$ cat src/rtl/pr_operand_feeder.sv
// Operand FIFO feeding a PR unit data input port over a valid/ack handshake.
// Optional macro PR_FEEDER_BYPASS_EN adds a same-cycle bypass path when the FIFO is empty.
module pr_operand_feeder #(
    parameter int XLEN  = 32,
    parameter int DEPTH = 4,
    parameter int CNT_W = $clog2(DEPTH) + 1
) (
    input  logic             clk,
    input  logic             rst,
    input  logic             flush,
    input  logic [XLEN-1:0]  wr_data,
    input  logic             wr_en,
    output logic             full,
    output logic [CNT_W-1:0] count,
    output logic             overflow,
    output logic [XLEN-1:0]  data_out,
    output logic             data_valid_out,
    input  logic             data_ack_in
);

    localparam int PTR_W = $clog2(DEPTH);

    logic [XLEN-1:0]  r_mem [DEPTH];
    logic [PTR_W-1:0] r_rd_ptr;
    logic [PTR_W-1:0] r_wr_ptr;
    logic [CNT_W-1:0] r_count;
    logic             r_overflow;
    logic             r_valid;

    logic             w_full;
    logic             w_pop;
    logic             w_push;
    logic             w_drop;
    logic             w_bypass_valid;
    logic             w_bypass_take;
    logic [CNT_W-1:0] w_count_nxt;

    assign w_full = (r_count == CNT_W'(DEPTH));

    // Ack is sampled ungated; it only counts when a stored head is being presented.
    assign w_pop = r_valid && data_ack_in && !flush;

`ifdef PR_FEEDER_BYPASS_EN
    assign w_bypass_valid = (r_count == '0) && wr_en && !flush;
    assign w_bypass_take  = w_bypass_valid && data_ack_in;
`else
    assign w_bypass_valid = 1'b0;
    assign w_bypass_take  = 1'b0;
`endif

    assign w_push = wr_en && !flush && (!w_full || w_pop) && !w_bypass_take;
    assign w_drop = wr_en && !flush && w_full && !w_pop;

    always_comb begin
        w_count_nxt = r_count;
        if (flush)
            w_count_nxt = '0;
        else if (w_push && !w_pop)
            w_count_nxt = r_count + CNT_W'(1);
        else if (w_pop && !w_push)
            w_count_nxt = r_count - CNT_W'(1);
    end

    // NOTE: sequential state uses non-blocking assignments so every register samples pre-edge values.
    always_ff @(posedge clk or negedge rst) begin
        if (!rst) begin
            r_rd_ptr   <= '0;
            r_wr_ptr   <= '0;
            r_count    <= '0;
            r_overflow <= 1'b0;
            r_valid    <= 1'b0;
        end else if (flush) begin
            r_rd_ptr   <= '0;
            r_wr_ptr   <= '0;
            r_count    <= '0;
            r_overflow <= 1'b0;
            r_valid    <= 1'b0;
        end else begin
            if (w_push)
                r_wr_ptr <= r_wr_ptr + PTR_W'(1);
            if (w_pop)
                r_rd_ptr <= r_rd_ptr + PTR_W'(1);
            if (w_drop)
                r_overflow <= 1'b1;
            r_count <= w_count_nxt;
            r_valid <= (w_count_nxt != '0);
        end
    end

    // NOTE: storage has no reset; contents are only observable through r_valid, which is reset.
    always_ff @(posedge clk) begin
        if (w_push)
            r_mem[r_wr_ptr] <= wr_data;
    end

    assign full           = w_full;
    assign count          = r_count;
    assign overflow       = r_overflow;
    assign data_valid_out = r_valid || w_bypass_valid;

    // NOTE: every path of this mux assigns data_out, so no latch is inferred.
    always_comb begin
        if (w_bypass_valid)
            data_out = wr_data;
        else if (r_valid)
            data_out = r_mem[r_rd_ptr];
        else
            data_out = '0;
    end

endmodule
$ cat config.mk
export PLATFORM = sky130hd
export DESIGN_NAME = pr_operand_feeder
export DESIGN_NICKNAME = d
export VERILOG_FILES = /design/src/rtl/pr_operand_feeder.sv
export SDC_FILE = /design/constraint.sdc
export NUM_CORES = 1
export LEC_CHECK = 0
export ABC_CLOCK_PERIOD_IN_PS = 3200
export BUFFER_PORTS_ARGS = -buffer_cell sky130_fd_sc_hd__buf_4
export CAP_MARGIN = 20
export CORE_MARGIN = 2
export CORE_UTILIZATION = 57
export DETAILED_ROUTE_END_ITERATION = 10
export PLACE_DENSITY = 0.77
export SKIP_LAST_GASP = 1
export SLEW_MARGIN = 40
export SYNTH_ARGS = -nofsm -noshare
export SYNTH_HDL_FRONTEND = slang
export SYNTH_SLANG_ARGS = --single-unit
export TNS_END_PERCENT = 20
$ cat constraint.sdc
create_clock -name clk -period 3.2 [get_ports clk]
set_clock_uncertainty 0.15 [all_clocks]
set_input_delay 0.16 -clock clk [delete_from_list [all_inputs] [get_ports clk]]
set_output_delay 0.16 -clock clk [all_outputs]
set_load 0.05 [all_outputs]
# Yosys cells after proc, flatten, opt, wreduce, memory -nomap -nowiden
# Memory sizes are Yosys's and may differ from the RTL's.
# Index checks and enable logic that the tools add are counted.
word_totals:
  rom_bits: 0
  out_inout_bits: 38
  memories: 1
  latch_bits: 0
  reg_bits: 9
  input_bits: 37
  ramBits: 128
memory_table:
  columns: ["memory", "words", "word_bits", "rd", "rd_clocked_by_memory_dff", "write_ports", "line_no", "source"]
  rows:
  - ["r_mem", 4, 32, 1, 0, 1, "23", "logic [XLEN-1:0] r_mem [DEPTH];"]
classes:
  shift: 0
  order_cmp: 0
  n_addsub: 4
  n_mul: 0
  n_mux: 14
  n_reduce_logical: 17
  n_eq_ne: 1
  bitwise: 0
  div_mod_pow: 0
op_table:
  columns: ["cell", "n"]
  rows:
  - ["$mux 32", 1]
  - ["$mux 3", 4]
  - ["$logic_and 1x1->1", 8]
  - ["$mux 2", 4]
  - ["$reduce_bool 2->1", 3]
  - ["$mux 1", 5]
  - ["$add 2x1->2 const B", 2]
  - ["$logic_not 1->1", 4]
  - ["$add 3x1->3 const B", 1]
  - ["$eq 3x3->1 const B", 1]
  - ["$reduce_bool 3->1", 1]
  - ["$sub 3x1->3 const B", 1]
  - ["$logic_or 1x1->1", 1]

# Logic depth before layout (Yosys ltp)
# Gate-level depths: netlist (run 1).
depth:
  depth_word: 11
  mapped_depth: 6
  ltp_nobuf: 6

# Least setup slack after synthesis (run 1)
# OpenSTA, ideal clock, no wires.
synth_timing:
  kind: "register to register"
  start: "reg r_count[0] (netlist: count[0])"
  end: "mem r_mem[0][0] (enable)"
  arrival_time_ns: 2.251
  path_slack_ns: 0.407
  t_required_ns: 2.658
  setup_ns: 0.392
  n_path_buf: 0
  period_less_slack_ns: 2.793
  stages_incl_launch_ff: 7
  path_cell_list: "dfrtp_1 inv_1 ha_1 nand2_1 o21ai_1 nor2_1 and2_1"
synth_between:
  elab_chain_len: 6
synth_rtl:
  columns: ["item", "line_no", "source"]
  rows:
  - ["from (decl)", "26", "logic [CNT_W-1:0] r_count;"]
  - ["from (signal assigned)", "85", "r_count <= w_count_nxt;"]
  - ["$eq 3x3->1", "38", "assign w_full = (r_count == CNT_W'(DEPTH));"]
  - ["$logic_not 1->1", "51", "assign w_push = wr_en && !flush && (!w_full || w_pop) && !w_bypass_take;"]
  - ["$logic_or 1x1->1", "51", null]
  - ["$logic_and 1x1->1", "51", null]
  - ["$mux 1", "92", "if (w_push)"]
  - ["$mux 1 (not written as such)", "93", "r_mem[r_wr_ptr] <= wr_data;"]
  - ["to (decl)", "23", null]
# No other way between the ends.

# Final worst setup path (run 1)
layout_timing:
  start: "reg r_rd_ptr[0]"
  end: "out data_out[26]"
layout_between:
  elab_chain_len: 2
layout_rtl:
  columns: ["item", "line_no", "source"]
  rows:
  - ["from (decl)", "24", "logic [PTR_W-1:0] r_rd_ptr;"]
  - ["from (signal assigned)", "82", "r_rd_ptr <= r_rd_ptr + PTR_W'(1);"]
  - ["$mem_v2 4x32", null, null]
  - ["$mux 32", "105", "else if (r_valid)"]
  - ["to (decl)", "16", "output logic [XLEN-1:0] data_out,"]
# No other way between the ends.

==> results of run 1 <==
cells in the final DEF (no fill, tap or decap):
cell type        n
edfxtp_1       128
buf_4           79
dlygate4sd3_1   38
and2_1          33
mux4_2          28
clkbuf_16       16
nor2_1           8
ha_1             7
dfrtp_1          7
inv_1            5
nand2_1          5
and2_2           4
mux4_1           4
clkinvlp_4       4
bufinv_16        4
xnor2_1          3
inv_6            3
a21oi_1          2
xor2_1           2
clkbuf_8         2
clkinv_4         2
nor2b_1          1
a22oi_1          1
and4bb_2         1
nand2b_1         1
a211oi_1         1
a311oi_1         1
o21ai_1          1
a32oi_1          1
nand3b_1         1
a31o_2           1
o22ai_1          1
mux2_1           1
a31oi_1          1
clkbuf_1         1
buf_12           1
dfrtp_2          1
dfrtp_4          1
stage by stage:
stage,util,setup WS (ps),hold slack (ps)
CTS,0.772,385,209
global route,0.773,231,217
finish,0.773,401,236
floorplan,-,407,-286
detailed placement,0.663,889,-159
global placement,0.663,961,-159
cell type report:
type                            count  area share
Inverter                            5     0.00263
Sequential cell                   137       0.571
Clock buffer                       19      0.0605
Timing Repair Buffer              118       0.139
Clock inverter                     13      0.0272
Tap cell                          129      0.0226
Multi-Input combinational cell    109       0.177
report_power, final:
group | switching [W] | internal (W) | leakage [nW] | total [W]
Sequential | 0.0000588 | 0.00204 | 1.28 | 0.00210
Clock | 0.000721 | 0.00129 | 0.292 | 0.00202
Combinational | 0.000620 | 0.000397 | 0.989 | 0.00102
Total | 0.00140 | 0.00374 | 2.56 | 0.00514
state kept, by name (all words and copies together) (netlist names):
| register | count |
|---|---|
| overflow | 1 |
| count | 3 |
| r_wr_ptr | 2 |
| r_mem | 128 |
| r_rd_ptr | 2 |
| data_valid_out | 1 |
worst max-delay path, cell delays in order, from the launching register on:
cell     delay, ps
dfrtp_2        720
buf_12         280
mux4_1         600
and2_1         190
buf_4          190
logic make-up after synthesis:
logic type / after synthesis
flops: 137
simple gates: 54
mux: 33
buf+inv: 17
compound gates: 10
fa+ha+maj: 7
xor+xnor: 5
worst min path at each step:
stage                     startpoint     endpoint
after floorplan                  rst     count[0]
after global placement           rst     count[0]
after detailed placement         rst     count[1]
after CTS                 wr_data[9]  r_mem[2][9]
after global routing      wr_data[9]  r_mem[2][9]
final                     wr_data[9]  r_mem[2][9]
layer usage:
metal | GRT usage | vias to the layer above
li1 | - | 1296
met1 | 0.261 | 1432
met2 | 0.349 | 81
met3 | 0.0718 | 6
met4 | 0.0561 | 0
met5 | 0 | -
==> impl_metrics.toml, run 1 <==
[status]
status = "complete, no violations"

[drt]
top_layer = "met4"
drtIter0Drc = 104
num_vias = 2815
wl_met3_um = 451
wirelength_um = 9850
remaining_drc_errors = 0
wl_met2_um = 5130
postRouteAntennaNets = 0
firstDrtPassIters = 4
via_per_inst = 5.31
wirelength_met1_um = 4200
wl_per_cell_um = 18.6

[sta]
period_needed_ps = 2800
worst_pin_slew_ps = 557
rsz0062_at_grt = "no"
post-route-period-util = 0.875
hold_violations = 0
max_freq_mhz = 357
drv_slew = 0
finalSetupViolations = 0
tns_ps = 0
slew-limit-headroom = 0.629

[synth]
synthAdderAreaFrac = 0.0161
synth_simple_gate_area_share = 0.0574
synth_cell_types = 29
ys_top_cells_by_area = "edfxtp_1 (70%), mux4_2 (12%), and2_1 (4.2%)"
synth_nets = 307
yosysSeqAreaShare = 0.746
synth_cells = 263
synthArstFlopShare = 0.0657
ys_warn_count = 0
syn_avg_cell_area_sq_um = 20.7
synth_top_area_share = 0.705
synthMuxAreaShare = 0.137
ys.flop_type = "edfxtp_1"
synth_top_family_by_area = "multiplexers"
synth_enable_flop_cells = 128
synth.top_cells.by_count = "edfxtp_1 (128), and2_1 (37), mux4_2 (28)"
synth.most_common_cell = "edfxtp_1"
ys_ff_latch = 137
yosysTopAreaCell = "edfxtp_1"
synth_area_sq_um = 5450
synth_compound_area_frac = 0.0126
synth_xor_area_frac = 0.00803

[layout]
fillers = 493
final_net_count = 432
diodes = 0
seqCellArea_sq_um = 4070
drive_above_1_share = 0.367
area_growth_pct = 30.9
stdcell_area_sq_um = 7140
final_cells = 530
multi_input_area_sq_um = 1260

[clock_network]
cts.sink_count = 137
holdBufCountCts = 38
cts_root_buf = "clkbuf_8"
cts_resized = 0
post_cts_buffers = 0
numCtsBuffers = 17
h-tree-depth = 4
clockBufferDepth = 2
clock_latency_ps = 510
tritoncts = "done"
clk_transition_reported_paths_ps = 60

[floorplan]
row_count = 35
coreArea_sq_um = 9240
pin_count = 75
dieArea_sq_um = 10400
start_util = 0.590
die_y_um = 102
die_w_um = 102

[placed_design]
placement.io_buffers = 74
dp_cells = 460
hpwl_um = 5540
gp_congestion = 0.812
placed_cell_area_sq_um = 6130

[critical_path]
cp-end-kind = "output port"
start_kind = "flip-flop"
cp.required_ps = 2890
crit_end = "data_out[26]"
cp_max_fo = 19
crit_start = "r_rd_ptr[0]"
r2r_start = "count[1]"
r2r_slack_ps = 890
path_class = "reg -> out"
critPathArrivalTime_ps = 2490
reg2reg_depth = 7
rr_endpoint = "r_mem[1][5]"

[global_route]
gr-total-overflow = 0
grt_pass1_wl_um = 15200
antenna_found_initial = 0
grt_max_degree = 37
track_usage = 0.208
grt_pass1_vias = 2955

[power_and_ir_drop]
leakagePower_nw = 2.56
power_density_nw_per_um2 = 719
ir_worst_vdd_v = 0.000654
p_total_w = 0.00514

[job]
maxCapViolCount = 0

[hold_path]
holdPathStages = 2
min_path_type = "in -> reg"
Note: power is estimated with default switching activity, not from simulation.
==> run 2: changes to the inputs <==
--- a/config.mk
+++ b/config.mk
@@ -8,8 +8,10 @@
 export ABC_CLOCK_PERIOD_IN_PS = 3200
 export BUFFER_PORTS_ARGS = -buffer_cell sky130_fd_sc_hd__buf_4
 export CAP_MARGIN = 20
+export CELL_PAD_IN_SITES_DETAIL_PLACEMENT = 0
+export CELL_PAD_IN_SITES_GLOBAL_PLACEMENT = 1
 export CORE_MARGIN = 2
-export CORE_UTILIZATION = 57
+export CORE_UTILIZATION = 49
 export DETAILED_ROUTE_END_ITERATION = 10
 export PLACE_DENSITY = 0.77
 export SKIP_LAST_GASP = 1
==> run 2 against run 1 <==
Worst setup slack better by 79 ps. Register-to-register slack about the same. Routed wire length increased by 0.40%. Hold slack got worse by 2.7 ps. Combinational power is essentially flat. Utilization decreased by 12 points. Clock-buffer cell count fell by 2. Power shrank 4.3%. Sequential cell count is the same. Non-clock buffer count grew 1. Via count rose by 1.3%. Global-route usage fell by 2.5 points. Largest cell class unchanged. Largest power group unchanged.
==> impl_metrics.toml, run 2 (same netlist as run 1, synthesis figures left out) <==
[sta]
slew-limit-headroom = 0.441
period_needed_ps = 2720
rsz0062_at_grt = "no"
hold_violations = 0
worst_pin_slew_ps = 838
post-route-period-util = 0.850
finalSetupViolations = 0
max_freq_mhz = 368
drv_slew = 0
tns_ps = 0
fin_ws_ps = 479

[layout]
final_cells = 542
area_growth_pct = 30.4
fillers = 755
seqCellArea_sq_um = 4070
layout_commonest_cell = "edfxtp_1"
diodes = 0
drive_above_1_share = 0.368
largest_reg_flops = 128
regMostFlops = "r_mem"
multi_input_area_sq_um = 1260
final_cell_mix = "edfxtp_1 (128), buf_4 (78), dlygate4sd3_1 (38)"
final_net_count = 433

[global_route]
grt_pass1_wl_um = 15600
track_usage = 0.182
grt_max_degree = 37
antenna_found_initial = 0
grt_pass1_vias = 3030
gr-total-overflow = 0

[clock_network]
cts_resized = 0
clock_latency_ps = 510
tritoncts = "done"
h-tree-depth = 4
clockBufferDepth = 2
clk_transition_reported_paths_ps = 60
cts_root_buf = "clkbuf_8"
numCtsBuffers = 17
cts.sink_count = 137

[critical_path]
cp_max_fo = 21
cp.required_ps = 2890
crit_start = "r_rd_ptr[0]"
path_class = "reg -> out"
critPathArrivalTime_ps = 2410
r2r_start = "count[0]"
rr_endpoint = "r_mem[1][15]"
start_kind = "flip-flop"
r2r_slack_ps = 880
cp-end-kind = "output port"
reg2reg_depth = 7

[hold_path]
holdPathStages = 2
hold_end = "r_mem[0][29]"
min_path_type = "in -> reg"
worstHoldStart = "wr_data[29]"

[drt]
wl_per_cell_um = 18.2
drtIter0Drc = 173
firstDrtPassIters = 4
wirelength_um = 9890
remaining_drc_errors = 0
postRouteAntennaNets = 0
num_vias = 2853
via_per_inst = 5.26

[floorplan]
start_util = 0.503
dieArea_sq_um = 12000
die_y_um = 109
coreArea_sq_um = 10800
die_w_um = 109
row_count = 38
pin_count = 75

[placed_design]
dp_cells = 472
placement.io_buffers = 74
gp_congestion = 0.727
place_ws_ps = 848
hpwl_um = 5950

[power_and_ir_drop]
ir_worst_vdd_v = 0.000417
power_density_nw_per_um2 = 691
p_total_w = 0.00491
leakagePower_nw = 2.54

[status]
status = "complete, no violations"

[job]
maxCapViolCount = 0
run 2: layer usage:
layer,track usage,share of wire,vias up
li1,-,-,1299
met1,0.251,0.46,1468
met2,0.284,0.49,78
met3,0.0480,0.041,8
met4,0.0660,0.010,0
met5,0,0,-
run 2: where the power goes:
group	leakage (nW)	internal (W)	switching, W
combinational	1.00	0.000400	0.000627
clock	0.262	0.00104	0.000749
sequential	1.28	0.00204	0.0000521
run 2: critical path, cell delays in order (launching register included):
cell and delay (ps):
dfrtp_2 660, buf_12 280, mux4_1 580, and2_1 180, buf_4 180
run 2: what timing repair did:
action / 4_1_cts / 5_1_grt
hold buffers: 38 / 0
buffers inserted: 0 / 0
endpoints found under the hold margin: 146 / 0
run 2: stage by stage:
stage | hold slack (ps) | instance area, sq um | utilization
2_1_floorplan | -286 | 5450 | -
3_3_place_gp | -159 | 6180 | 0.570
3_5_place_dp | -156 | 6180 | 0.570
4_1_cts | 211 | 7110 | 0.656
5_1_grt | 220 | 7110 | 0.656
6_report | 233 | 7110 | 0.656
run 2: final cells by class:
| class | instances | area share |
|---|---|---|
| multi-input cells | 109 | 0.178 |
| clock inverters | 15 | 0.0199 |
| repair buffers | 119 | 0.144 |
| inverters | 5 | 0.00264 |
| flip-flops and latches | 137 | 0.572 |
| well taps | 140 | 0.0246 |
| clock buffers | 17 | 0.0582 |
run 2: worst max-delay path by stage:
stage	to	slack (ps)	cells past startpoint
3_3_place_gp	r_mem[1][15]	940	7
2_1_floorplan	r_mem[0][0]	410	6
5_1_grt	data_out[31]	330	4
3_5_place_dp	r_mem[1][17]	850	7
6_report	data_out[31]	480	4
4_1_cts	data_out[31]	410	4
